===== src/rtl/fetch_sequencer.sv =====
// Fetch stage: PC register, IF/ID register and instruction-memory handshake.
// Stalls hold the stage; taken branches flush and redirect the PC.
module fetch_sequencer #(
   parameter logic [31:0] RESET_PC  = 32'h0000_0000,
   parameter logic [31:0] NOP_INSTR = 32'h0000_0000
) (
   input  logic        clk,
   input  logic        reset,
   input  logic        hazard_stall,
   input  logic        cond_taken,
   input  logic [31:0] target_addr,
   input  logic [31:0] imem_rdata,
   input  logic        imem_ready,
   output logic        imem_req,
   output logic [31:0] imem_addr,
   output logic [31:0] pc_out,
   output logic [31:0] ifid_instr,
   output logic [31:0] ifid_pc4,
   output logic        ifid_valid
);

   typedef enum logic [1:0] {
      BOOT  = 2'd0,
      FETCH = 2'd1,
      HOLD  = 2'd2,
      DRAIN = 2'd3
   } state_t;

   state_t      state, state_n;
   logic [31:0] pc, pc_n;
   logic [31:0] instr_q, instr_n;
   logic [31:0] pc4_q, pc4_n;
   logic        valid_q, valid_n;
   logic [31:0] rtgt, rtgt_n;
   logic [31:0] hold_buf, hold_n;
   logic [31:0] tgt;
   logic [31:0] pc_inc;

   assign tgt    = {target_addr[31:2], 2'b00};
   assign pc_inc = pc + 32'd4;

   always_ff @(posedge clk) begin
      if (!reset) begin
         state    <= BOOT;
         pc       <= RESET_PC;
         instr_q  <= NOP_INSTR;
         pc4_q    <= 32'd0;
         valid_q  <= 1'b0;
         rtgt     <= 32'd0;
         hold_buf <= 32'd0;
      end else begin
         state    <= state_n;
         pc       <= pc_n;
         instr_q  <= instr_n;
         pc4_q    <= pc4_n;
         valid_q  <= valid_n;
         rtgt     <= rtgt_n;
         hold_buf <= hold_n;
      end
   end

   always_comb begin
      state_n = state;
      pc_n    = pc;
      instr_n = instr_q;
      pc4_n   = pc4_q;
      valid_n = valid_q;
      rtgt_n  = rtgt;
      hold_n  = hold_buf;
      unique case (state)
         BOOT: state_n = FETCH;
         FETCH: begin
            if (cond_taken && imem_ready) begin
               pc_n    = tgt;
               instr_n = NOP_INSTR;
               valid_n = 1'b0;
            end else if (cond_taken) begin
               rtgt_n  = tgt;
               instr_n = NOP_INSTR;
               valid_n = 1'b0;
               state_n = DRAIN;
            end else if (hazard_stall && imem_ready) begin
               hold_n  = imem_rdata;
               state_n = HOLD;
            end else if (hazard_stall) begin
               state_n = FETCH;
            end else if (imem_ready) begin
               instr_n = imem_rdata;
               pc4_n   = pc_inc;
               valid_n = 1'b1;
               pc_n    = pc_inc;
            end else begin
               instr_n = NOP_INSTR;
               valid_n = 1'b0;
            end
         end
         HOLD: begin
            if (cond_taken) begin
               pc_n    = tgt;
               instr_n = NOP_INSTR;
               valid_n = 1'b0;
               state_n = FETCH;
            end else if (!hazard_stall) begin
               instr_n = hold_buf;
               pc4_n   = pc_inc;
               valid_n = 1'b1;
               pc_n    = pc_inc;
               state_n = FETCH;
            end
         end
         DRAIN: begin
            // Address must stay put until the in-flight word lands
            instr_n = NOP_INSTR;
            valid_n = 1'b0;
            if (cond_taken) rtgt_n = tgt;
            if (imem_ready) begin
               pc_n    = cond_taken ? tgt : rtgt;
               state_n = FETCH;
            end
         end
         default: state_n = BOOT;
      endcase
   end

   assign imem_req   = (state == FETCH) || (state == DRAIN);
   assign imem_addr  = pc;
   assign pc_out     = pc;
   assign ifid_instr = instr_q;
   assign ifid_pc4   = pc4_q;
   assign ifid_valid = valid_q;

endmodule


===== config.mk =====
export PLATFORM = sky130hd
export DESIGN_NAME = fetch_sequencer
export DESIGN_NICKNAME = d
export VERILOG_FILES = /design/src/rtl/fetch_sequencer.sv
export SDC_FILE = /design/constraint.sdc
export NUM_CORES = 1
export LEC_CHECK = 0
export ABC_AREA = 1
export BUFFER_PORTS_ARGS = -buffer_cell sky130_fd_sc_hd__buf_2
export CAP_MARGIN = 20
export CELL_PAD_IN_SITES_DETAIL_PLACEMENT = 0
export CELL_PAD_IN_SITES_GLOBAL_PLACEMENT = 1
export CORE_MARGIN = 1.5
export CORE_UTILIZATION = 26
export CTS_CLUSTER_SIZE = 14
export DETAILED_ROUTE_END_ITERATION = 8
export PLACE_DENSITY_LB_ADDON = 0.1
export SLEW_MARGIN = 20
export SYNTH_ARGS = -nofsm -noshare
export SYNTH_HDL_FRONTEND = slang
export SYNTH_SLANG_ARGS = --single-unit

===== constraint.sdc =====
create_clock -name clk -period 1.45 [get_ports clk]
set_input_delay 0.29 -clock clk [delete_from_list [all_inputs] [get_ports clk]]
set_output_delay 0.29 -clock clk [all_outputs]
set_load 0.1 [all_outputs]

* Word-level counts from Yosys, hierarchy flattened *
Cells that the tools add are included.

storage, ports and cells
  output and inout port bits = 130
  flip-flop bits (word level) = 163
  word-level logic and storage cells = 81
  bits of input ports = 69

cells by class
  add/sub/neg operators = 1
  mux-type cells = 39
  bitwise gates (word level) = 2
  reductions and logical operators = 13
  equal/unequal tests = 19

operators by type and width
  operator                                                          number
  32-bit 2-to-1 mux                                                 19
  32-bit one-hot mux with 3 select lines                            2
  32-bit one-hot mux with 2 select lines                            2
  32-bit by 3-bit adder with 32-bit output (second input constant)  1
  2-bit != test (second input constant)                             8
  3-bit != test (second input constant)                             5
  2-bit 2-to-1 mux                                                  7
  4-bit != test (second input constant)                             3
  4-bit AND reduction                                               3
  2-bit one-hot mux with 4 select lines                             1
  8-bit AND reduction                                               1
  1-bit 2-to-1 mux                                                  7
  7-bit AND reduction                                               1
  2-bit == test (second input constant)                             2
  2-bit nonzero test                                                2
  1-bit one-hot mux with 3 select lines                             1
  3-bit nonzero test                                                1
  2-bit by 1-bit == test with 1-bit output (second input constant)  1
  1-bit logical AND                                                 2
  2-bit logical NOT                                                 1
  1-bit NOT                                                         2
  2-bit AND reduction                                               1
  1-bit logical OR                                                  1

* Longest topological paths before layout *
Gate-level depths: netlist of the first run.

  word-level depth = 7
  gate-level depth with buffers = 14
  gate-level depth less buffers = 12

* Worst setup path before layout of the first run *
Ideal clock, no wire load.

  path type = register to register
  from = register pc[3], in the netlist imem_addr[3]
  to = register pc4_q[28], in the netlist ifid_pc4[28]
  clock period less this slack = 2.431 ns
  stages on the path, launching flop included = 11
  path buffers = 0
  setup slack = -0.981 ns
  data required time = 1.337 ns
  library setup time = 0.113 ns
  arrival time = 2.318 ns
  cells stage by stage = dfxtp_1 ha_1 nand2_1 nor2_1 nand2_1 nor2_2 nand2_1 o21ai_1 nand2_1 o21ai_1 inv_1

on the way
  word-level cells in the longest chain between the ends = 7
  elaborated cells on any way between the ends = 9
  those cells by class = add/sub: 1; mux: 8

RTL lines
  what                                        line  text
  start, declared                             30    logic [31:0] pc, pc_n;
  start signal, assigned                      53    pc <= pc_n;
  32-bit by 3-bit adder with 32-bit output *  40    assign pc_inc = pc + 32'd4;
  32-bit 2-to-1 mux                           87    end else if (imem_ready) begin
  32-bit 2-to-1 mux                           85    end else if (hazard_stall) begin
  32-bit 2-to-1 mux                           82    end else if (hazard_stall && imem_ready) begin
  32-bit 2-to-1 mux                           77    end else if (cond_taken) begin
  32-bit 2-to-1 mux                           73    if (cond_taken && imem_ready) begin
  32-bit one-hot mux with 2 select lines *    70    unique case (state)
  end signal, assigned                        55    pc4_q <= pc4_n;
  end, declared                               32    logic [31:0] pc4_q, pc4_n;

Every way passes the cells marked *; elsewhere a longest branch is shown, timed or not. The select of a mux whose other input is x is not followed.
A chain may end at the register's enable or synchronous reset.

* Worst setup path in the final report of the first run *
  from = register state[1]
  to = register pc4_q[31], in the netlist ifid_pc4[31]

on the way
  word-level cells in the longest chain between the ends = 3
  elaborated cells on any way between the ends = 12
  those cells by class = eq/ne: 9; mux: 1; reduce/logical: 2

RTL lines
  what                                                                              line  text
  start, declared                                                                   29    state_t state, state_n;
  start signal, assigned                                                            52    state <= state_n;
  2-bit by 1-bit == test with 1-bit output / 2-bit == test (equally long branches)  70
  2-bit != test (no source line) / 2-bit nonzero test (equally long branches)       n/a
  8-bit AND reduction (no source line)                                              n/a

Several ways; a longest one is shown, not always the timed one.

==> results of run 1 <==
-- what timing repair did --
item	CTS	global route
pin swaps	17	40
cloned	0	11
resized for setup	211	251
endpoints found under the setup margin	194	190
setup buffers	10	18
-- final cells by class --
type	instances	area, sq um
Antenna cell	2	5.00
Multi-Input combinational cell	815	4810
Clock inverter	14	141
Clock buffer	18	439
Tap cell	402	503
Timing Repair Buffer	408	4320
Sequential cell	163	3380
Fill cell	3179	17400
Inverter	145	579
-- routing by layer --
layer  wire [microns]  track usage  vias to the layer above
met5               31            0                        -
met4              359       0.0417                        6
met3             1280       0.0363                       28
met2            15800        0.308                      181
met1            15200        0.245                     4190
li1                 -            -                     4666
-- worst max-delay path, cell delays in order (launching register included) --
cell       delay [ps]
dfxtp_4           370
inv_6              80
buf_6             120
nand2_4            50
a21oi_4           150
inv_2              80
nand2_4           140
inv_8              70
clkbuf_16         180
o21ai_2           120
a21o_1             90
inv_1              30
-- worst min path at each step --
stage | start | endpoint | slack, ps
5_1_grt | imem_rdata[4] | hold_buf[4] | 90
3_5_place_dp | rtgt[0] | rtgt[0] | 430
4_1_cts | imem_rdata[17] | hold_buf[17] | 80
3_3_place_gp | rtgt[0] | rtgt[0] | 420
2_1_floorplan | rtgt[0] | rtgt[0] | 420
6_report | imem_rdata[17] | hold_buf[17] | 100
-- cells in the final DEF (no fill, tap or decap), types with 24 or more instances in the layout --
cell type  synthesis  layout
a21oi_1          143     128
buf_12             0      83
buf_2             33      66
buf_4             37     200
buf_6              4      41
clkbuf_16          0      26
dfxtp_1          163     131
dfxtp_4            0      29
inv_1            129     127
nand2_1          169     122
nand2_2            3      36
nand3_1           32      30
nor2_1           193     144
nor2_2             3      24
nor2_4             5      33
o21ai_0          131      24
o21ai_1           24      85
o21ai_2            0      45
-- cell families after synthesis --
family | count (synthesis)
AOI/OAI and AO/OA | 365
xor gates and xnor gates | 10
adders and majority gates | 1
buffers and inverters | 253
DFF | 163
and+or+nand+nor | 439
-- registers in the layout, indices dropped and copies added, names as in the netlist --
name        cells
hold_buf       32
ifid_instr     32
ifid_pc4       32
imem_addr      32
rtgt           32
state           2
ifid_valid      1
-- power by group through the flow --
stage	Sequential, mW	Combinational [mW]	Clock [mW]
final	5.19	7.26	4.57
after CTS	5.15	6.85	4.71
after detailed placement	5.22	6.51	0
after global placement	5.22	6.50	0
after floorplan	7.25	2.31	0
after global routing	5.24	7.61	4.90
==> flow_metrics.env, run 1 <==
export IMPL_synth_ff_type="dfxtp_1"
export IMPL_cp_end_kind="flip-flop"
export IMPL_grt_pass1_vias=8376
export IMPL_reg2reg_setup_slack_ps=-120
export IMPL_synthCells=1231
export IMPL_hpwlAfterDp_microns=22400
export IMPL_yosysSeqAreaShare=0.392
export IMPL_drtIter0Drc=386
export IMPL_synthTopCellsByCount="nor2_1, nand2_1, dfxtp_1"
export IMPL_power_frac_comb=0.426
export IMPL_synthArstFlopShare=0
export IMPL_gr_total_overflow=0
export IMPL_power_frac_clock=0.269
export IMPL_cts_made_buffers=17
export IMPL_violations="setup timing"
export IMPL_status="finished with violations"
export IMPL_ir_worst_vdd_mv=0.712
export IMPL_hold_ws_ps=98.2
export IMPL_finalSetupViolations=80
export IMPL_cts_hold_buffers=0
export IMPL_slew_viol_final=0
export IMPL_die_h_microns=182
export IMPL_synth_cell_types=37
export IMPL_synth_edff_count=0
export IMPL_drv_cap=0
export IMPL_rsz0062_at_grt="yes"
export IMPL_critPathKind="reg -> reg"
export IMPL_place_ws_ps=-241
export IMPL_drcViolationCount=0
export IMPL_initial_core_util=0.264
export IMPL_cts_buffer_depth=2
export IMPL_drive_above_1_share=0.440
export IMPL_r2r_end="ifid_pc4[31]"
export IMPL_crit_path_end="ifid_pc4[31]"
export IMPL_crit_required_ps=1780
export IMPL_period_needed_ps=1570
export IMPL_clk_latency_ps=440
export IMPL_cp_arrival_ps=1900
export IMPL_yosysMostFrequentCell="nor2_1"
export IMPL_synthAdderAreaFrac=0.00150
export IMPL_dpl_instance_area_sq_um=11900
export IMPL_finalPower_mw=17.0
export IMPL_num_rows=65
export IMPL_final_cells=1967
export IMPL_finClkSkew_ps=13.4
export IMPL_htreeDepth=4
export IMPL_fin_tns_setup_ps=-4590
export IMPL_hold_violations=0
export IMPL_swShare=0.432
export IMPL_dp_cells=1902
export IMPL_synth_area_leaders="dfxtp_1, nor2_1, a21oi_1"
export IMPL_power_leakage_nw=6.26
export IMPL_ys_ff_latch=163
export IMPL_synth_compound_area_frac=0.235
export IMPL_p_sw_mw=7.35
export IMPL_vias=9071
export IMPL_clkTransAtPathRegs_ps=80
export IMPL_fmax_ghz=0.636
export IMPL_cp_max_fo=7
export IMPL_track_usage=0.184
export IMPL_seqPwrFrac=0.305
export IMPL_synth_top_area_frac=0.392
export IMPL_core_area_sq_um=31600
export IMPL_final_core_util=0.449
export IMPL_crit_start="state[1]"
export IMPL_cellInternalPower_mw=9.67
export IMPL_cts_tree="yes"
export IMPL_synth_area_sq_um=8320
export IMPL_synth_top_family_by_area="compound AO/OA/AOI/OAI gates"
export IMPL_final_area_sq_um=14200
export IMPL_cts_sinks=163
export IMPL_grt_pass1_wl_microns=47500
export IMPL_wl_microns=32700
export IMPL_pwr_density_cell_nw_per_um2=1200
export IMPL_period_share=1.08
export IMPL_gp_congestion=0.814
export IMPL_yosysWarnings=0
export IMPL_wl_per_cell_microns=16.6
export IMPL_synthMuxAreaShare=0
export IMPL_r2r_start="state[1]"
export IMPL_reg2regPathDepth=11
export IMPL_grt_max_degree=83
export IMPL_synth_simple_area_share=0.221
export IMPL_synth_nets=1301
export IMPL_drtAntennaViolNets=0
export IMPL_first_pass_iters=5
export IMPL_synth_top_cell_by_area="dfxtp_1"
export IMPL_numPortBuffers=196
export IMPL_startpoint_type="flip-flop"
export IMPL_worstMarginPinSlew_ps=467
export IMPL_die_w_microns=182
export IMPL_hold_path_class="in -> reg"
export IMPL_synth_xor_area_share=0.0105
export IMPL_viasPerCell=4.61
export IMPL_areaGrowthSynthToFinish_pct=70.4
export IMPL_relSlewSlack=0.689
export IMPL_clock_root_buffer="clkbuf_16"
export IMPL_avgSynthCellArea_sq_um=6.76
export IMPL_dieArea_sq_um=33100
export IMPL_ios=199
export IMPL_min_path_cells=3
export IMPL_antenna_found_initial=5
export IMPL_fin_ws_ps=-122
export IMPL_final_nets=1620
Note: power is estimated with default switching activity, not from simulation.
==> run 2: changes to the inputs <==
--- a/config.mk
+++ b/config.mk
@@ -11,7 +11,7 @@
 export CELL_PAD_IN_SITES_DETAIL_PLACEMENT = 0
 export CELL_PAD_IN_SITES_GLOBAL_PLACEMENT = 1
 export CORE_MARGIN = 1.5
-export CORE_UTILIZATION = 26
+export CORE_UTILIZATION = 41
 export CTS_CLUSTER_SIZE = 14
 export DETAILED_ROUTE_END_ITERATION = 8
 export PLACE_DENSITY_LB_ADDON = 0.1
==> constraint.sdc (replaced) <==
create_clock -name clk -period 1.85 [get_ports clk]
set_input_delay 0.37 -clock clk [delete_from_list [all_inputs] [get_ports clk]]
set_output_delay 0.37 -clock clk [all_outputs]
set_load 0.1 [all_outputs]
==> run 2 against run 1 <==
The run now ends clean. Die area down 36%. Via count down 8.3%. Final cell count down 16%. Combinational power down 45%. Non-clock buffer count down 166. Clock power down 23%. Critical endpoint is now imem_addr[29]. Highest routed layer is now met4.
==> flow_metrics.env, run 2 (same netlist as run 1, synthesis figures left out) <==
export IMPL_wl_per_cell_microns=15.1
export IMPL_drv_cap=0
export IMPL_swShare=0.443
export IMPL_num_rows=51
export IMPL_drive_above_1_share=0.244
export IMPL_crit_required_ps=1480
export IMPL_ir_worst_vdd_mv=0.703
export IMPL_vias=8314
export IMPL_cp_num_buf_inv=1
export IMPL_period_share=0.948
export IMPL_antenna_cells=0
export IMPL_initial_core_util=0.423
export IMPL_status="complete, no violations"
export IMPL_dieArea_sq_um=21100
export IMPL_hold_ws_ps=181
export IMPL_cellInternalPower_mw=6.44
export IMPL_die_h_microns=145
export IMPL_clk_latency_ps=430
export IMPL_gp_congestion=0.865
export IMPL_startpoint_type="flip-flop"
export IMPL_seqPwrFrac=0.352
export IMPL_hold_path_class="in -> reg"
export IMPL_rsz0062_at_grt="no"
export IMPL_die_w_microns=145
export IMPL_finalSetupViolations=0
export IMPL_antenna_found_initial=1
export IMPL_clkTransAtPathRegs_ps=70
export IMPL_cp_max_fo=7
export IMPL_path_cells="buf_2"
export IMPL_layout_commonest_cell="buf_2"
export IMPL_first_pass_iters=5
export IMPL_cpPeakStageDelay_ps=480
export IMPL_cts_tree="yes"
export IMPL_gr_total_overflow=0
export IMPL_critPathKind="reg -> out"
export IMPL_clock_root_buffer="clkbuf_16"
export IMPL_cts_sinks=163
export IMPL_viasPerCell=5.00
export IMPL_pwr_density_cell_nw_per_um2=1140
export IMPL_grt_pass1_vias=7449
export IMPL_final_nets=1454
export IMPL_slowest_stage="buf_2"
export IMPL_drtAntennaViolNets=0
export IMPL_period_needed_ps=1750
export IMPL_finClkSkew_ps=8.84
export IMPL_power_frac_comb=0.345
export IMPL_grt_pass1_wl_microns=39900
export IMPL_areaGrowthSynthToFinish_pct=21.6
export IMPL_cts_hold_buffers=0
export IMPL_relSlewSlack=0.663
export IMPL_final_core_util=0.515
export IMPL_final_cells=1662
export IMPL_wl_microns=25100
export IMPL_slew_viol_final=0
export IMPL_finalPower_mw=11.6
export IMPL_hpwlAfterDp_microns=17600
export IMPL_p_sw_mw=5.11
export IMPL_cp_arrival_ps=1380
export IMPL_worstMarginPinSlew_ps=509
export IMPL_cp_end_kind="output port"
export IMPL_power_leakage_nw=4.75
export IMPL_grt_max_degree=67
export IMPL_numPortBuffers=196
export IMPL_drcViolationCount=0
export IMPL_cts_made_buffers=17
export IMPL_htreeDepth=4
export IMPL_cts_buffer_depth=2
export IMPL_ios=199
export IMPL_fmax_ghz=0.570
export IMPL_cp_top_family="buffers and inverters"
export IMPL_track_usage=0.236
export IMPL_hold_violations=0
export IMPL_fin_tns_setup_ps=0
export IMPL_power_frac_clock=0.304
export IMPL_layout_common_cells="buf_2, nor2_1, nand2_1, a21oi_1, dfxtp_1"
export IMPL_core_area_sq_um=19700
export IMPL_drtIter0Drc=493
export IMPL_dp_cells=1630
[run 2: metal layers]
metal,GRT usage,wire (microns),vias to the layer above
met1,0.328,11900,3738
met2,0.363,11100,249
met4,0.0668,420,0
li1,-,-,4303
met3,0.0561,1600,24
met5,0,0,-
[run 2: stage by stage]
| stage | area, sq um | setup WS (ps) |
|---|---|---|
| 2_1_floorplan | 8360 | 3.70 |
| 3_3_place_gp | 9510 | 57.4 |
| 3_5_place_dp | 9510 | 45.5 |
| 4_1_cts | 10100 | 67.2 |
| 5_1_grt | 10100 | 1.99 |
| 6_report | 10100 | 96.9 |
[run 2: cell type report]
class,count,area (sq um)
clock inverters,14,144
repair buffers,242,1430
multi-input cells,815,3930
fillers,2050,9540
clock buffers,18,429
flip-flops and latches,163,3310
well taps,265,332
inverters,145,547
[run 2: path summary, 6_finish.rpt]
path,startpoint,to,slack [ps],depth (start not counted)
max reg2reg,imem_addr[16],imem_addr[23],190,11
min,imem_rdata[31],hold_buf[31],180,3
max,imem_addr[29],imem_addr[29],100,1
min reg2reg,rtgt[1],rtgt[1],440,2
[run 2: power by group through the flow]
| stage | Sequential, mW | Clock [mW] | Combinational, mW |
|---|---|---|---|
| 3_3_place_gp | 4.14 | 0 | 3.97 |
| 3_5_place_dp | 4.14 | 0 | 3.98 |
| 6_report | 4.07 | 3.51 | 3.98 |
| 5_1_grt | 4.11 | 3.73 | 4.20 |
| 2_1_floorplan | 5.67 | 0 | 1.76 |
| 4_1_cts | 4.07 | 3.58 | 3.99 |
[run 2: repair_timing]
| item | CTS | global route |
|---|---|---|
| resized for setup | 1 | 11 |
| endpoints found under the setup margin | 1 | 38 |
| buffers inserted | 0 | 0 |
==> run 3: changes to the inputs <==
--- a/config.mk
+++ b/config.mk
@@ -5,13 +5,13 @@
 export SDC_FILE = /design/constraint.sdc
 export NUM_CORES = 1
 export LEC_CHECK = 0
-export ABC_AREA = 1
+export ABC_AREA = 0
 export BUFFER_PORTS_ARGS = -buffer_cell sky130_fd_sc_hd__buf_2
 export CAP_MARGIN = 20
 export CELL_PAD_IN_SITES_DETAIL_PLACEMENT = 0
 export CELL_PAD_IN_SITES_GLOBAL_PLACEMENT = 1
 export CORE_MARGIN = 1.5
-export CORE_UTILIZATION = 41
+export CORE_UTILIZATION = 42
 export CTS_CLUSTER_SIZE = 14
 export DETAILED_ROUTE_END_ITERATION = 8
 export PLACE_DENSITY_LB_ADDON = 0.1
==> run 3 against run 2 <==
Area after synthesis is 4.8% lower. Sequential share of layout area is 1.1 points lower. First-iteration DRC count is 6.1% higher.
==> flow_metrics.env, run 3 <==
export IMPL_core_area_sq_um=18600
export IMPL_first_pass_iters=5
export IMPL_cts_tree="yes"
export IMPL_hpwlAfterDp_microns=17700
export IMPL_startpoint_type="flip-flop"
export IMPL_period_share=0.989
export IMPL_yosysSeqAreaShare=0.412
export IMPL_vias=8144
export IMPL_synth_cell_types=65
export IMPL_gp_congestion=0.850
export IMPL_synthTopCellsByCount="nand2_1, dfxtp_1, a21oi_1"
export IMPL_die_h_microns=140
export IMPL_final_nets=1306
export IMPL_drv_cap=0
export IMPL_grt_pass1_vias=7411
export IMPL_die_w_microns=140
export IMPL_avgSynthCellArea_sq_um=7.77
export IMPL_areaGrowthSynthToFinish_pct=33.7
export IMPL_clkTransAtPathRegs_ps=70
export IMPL_gr_total_overflow=0
export IMPL_wl_microns=25000
export IMPL_viasPerCell=5.49
export IMPL_cp_max_fo=4
export IMPL_synth_area_sq_um=7910
export IMPL_clk_latency_ps=440
export IMPL_grt_pass1_wl_microns=40100
export IMPL_rsz0062_at_grt="yes"
export IMPL_numPortBuffers=196
export IMPL_synthArstFlopShare=0
export IMPL_period_needed_ps=1830
export IMPL_yosysMostFrequentCell="nand2_1"
export IMPL_synth_nets=1088
export IMPL_synth_area_leaders="dfxtp_1, nand2_1, a21oi_1"
export IMPL_finalSetupViolations=0
export IMPL_cp_arrival_ps=2170
export IMPL_drtIter0Drc=523
export IMPL_pwr_density_cell_nw_per_um2=928
export IMPL_drive_above_1_share=0.342
export IMPL_power_leakage_nw=4.47
export IMPL_finClkSkew_ps=10.7
export IMPL_layout_common_cells="buf_2, nand2_1, dfxtp_1, buf_4, a21oi_1"
export IMPL_cts_hold_buffers=0
export IMPL_status="complete, no violations"
export IMPL_fmax_ghz=0.547
export IMPL_critPathKind="reg -> reg"
export IMPL_clock_root_buffer="clkbuf_16"
export IMPL_initial_core_util=0.426
export IMPL_cts_made_buffers=17
export IMPL_drtAntennaViolNets=0
export IMPL_antenna_found_initial=1
export IMPL_ys_ff_latch=163
export IMPL_dieArea_sq_um=19700
export IMPL_synth_top_area_frac=0.412
export IMPL_slew_viol_final=0
export IMPL_crit_required_ps=2190
export IMPL_ios=199
export IMPL_cts_sinks=163
export IMPL_synth_edff_count=0
export IMPL_layout_commonest_cell="buf_2"
export IMPL_hold_violations=0
export IMPL_cp_end_kind="flip-flop"
export IMPL_relSlewSlack=0.665
export IMPL_grt_max_degree=61
export IMPL_synthCells=1018
export IMPL_htreeDepth=4
export IMPL_yosysWarnings=0
export IMPL_track_usage=0.256
export IMPL_ir_worst_vdd_mv=0.724
export IMPL_worstMarginPinSlew_ps=506
export IMPL_final_core_util=0.569
export IMPL_hold_ws_ps=170
export IMPL_wl_per_cell_microns=16.9
export IMPL_synth_top_cell_by_area="dfxtp_1"
export IMPL_cts_buffer_depth=2
export IMPL_num_rows=50
export IMPL_drcViolationCount=0
export IMPL_hold_path_class="in -> reg"
export IMPL_synth_ff_type="dfxtp_1"
[run 3: cell count changes in the layout (fill, tap and decap cells not counted), moves of 17 or more]
cell	previous run	this run
inv_1	129	11
nor2_1	190	73
o22ai_1	32	6
buf_4	39	110
o21ai_1	24	3
nor3_1	10	44
nand2_1	166	183
o21ai_0	131	51
a21oi_1	142	105
a221oi_1	0	36
[run 3: what timing repair did]
item                                    4_1_cts  5_1_grt
pin swaps                                     5        9
gates resized for setup                       6       25
endpoints found under the setup margin        6       56
setup buffers                                 3        3
[run 3: power by group]
part	switching, mW	internal [mW]
Combinational	1.92	0.586
Sequential	0.140	3.67
Clock	1.70	1.81
Total	3.76	6.06
[run 3: cell type report]
class	instances	area, sq um
fillers	1785	8000
repair buffers	319	2070
diodes	1	2.50
multi-input cells	723	4240
inverters	12	47.5
well taps	234	293
clock inverters	15	156
clock buffers	17	425
flip-flops and latches	163	3350
[run 3: logic make-up (layout without fill, tap and decap cells)]
group | Yosys count | after routing | synth area share
simple gates | 406 | 406 | 0.239
compound gates | 291 | 291 | 0.238
flops | 163 | 163 | 0.412
buf+inv | 132 | 363 | 0.0803
xor+xnor | 21 | 21 | 0.0232
mux | 3 | 3 | 0.00395
fa+ha+maj | 2 | 2 | 0.00285
other cells | 0 | 1 | 0
[run 3: path summary, 6_finish.rpt]
path / startpoint / to / slack (ps) / cells past startpoint
hold / removal: imem_rdata[22] / hold_buf[22] / 170 / 3
setup / recovery: imem_addr[3] / imem_addr[22] / 20 / 7
hold reg to reg: ifid_pc4[0] / ifid_pc4[0] / 450 / 2
setup reg to reg: imem_addr[3] / imem_addr[22] / 20 / 7
[run 3: per-layer routing]
metal  GRT usage  part of all wire  up-vias
li1            -                 -     4065
met4      0.0781             0.015        0
met2       0.415              0.47      237
met1       0.343              0.46     3816
met5           0                 0        -
met3      0.0544             0.057       26
[run 3: worst max-delay path, stage by stage (launching register included)]
cell and delay (ps):
dfxtp_4 370, ha_4 160, nand3_4 90, or4_4 470, buf_6 150, nor3_4 130
xnor2_2 130, a221oi_2 230
[run 3: metrics by stage]
| step | std cells | total power, mW | setup slack, ps | TNS (ps) | area (sq um) |
|---|---|---|---|---|---|
| finish | 1484 | 9.82 | 20.8 | 0 | 10600 |
| floorplan | 1018 | 5.78 | -325 | -3930 | 8130 |
| global route | 1484 | 10.2 | -71.2 | -248 | 10600 |
| global placement | 1445 | 6.36 | -85.0 | -541 | 9810 |
| CTS | 1480 | 9.88 | -2.13 | -2.13 | 10400 |
| detailed placement | 1445 | 6.37 | -97.3 | -741 | 9810 |
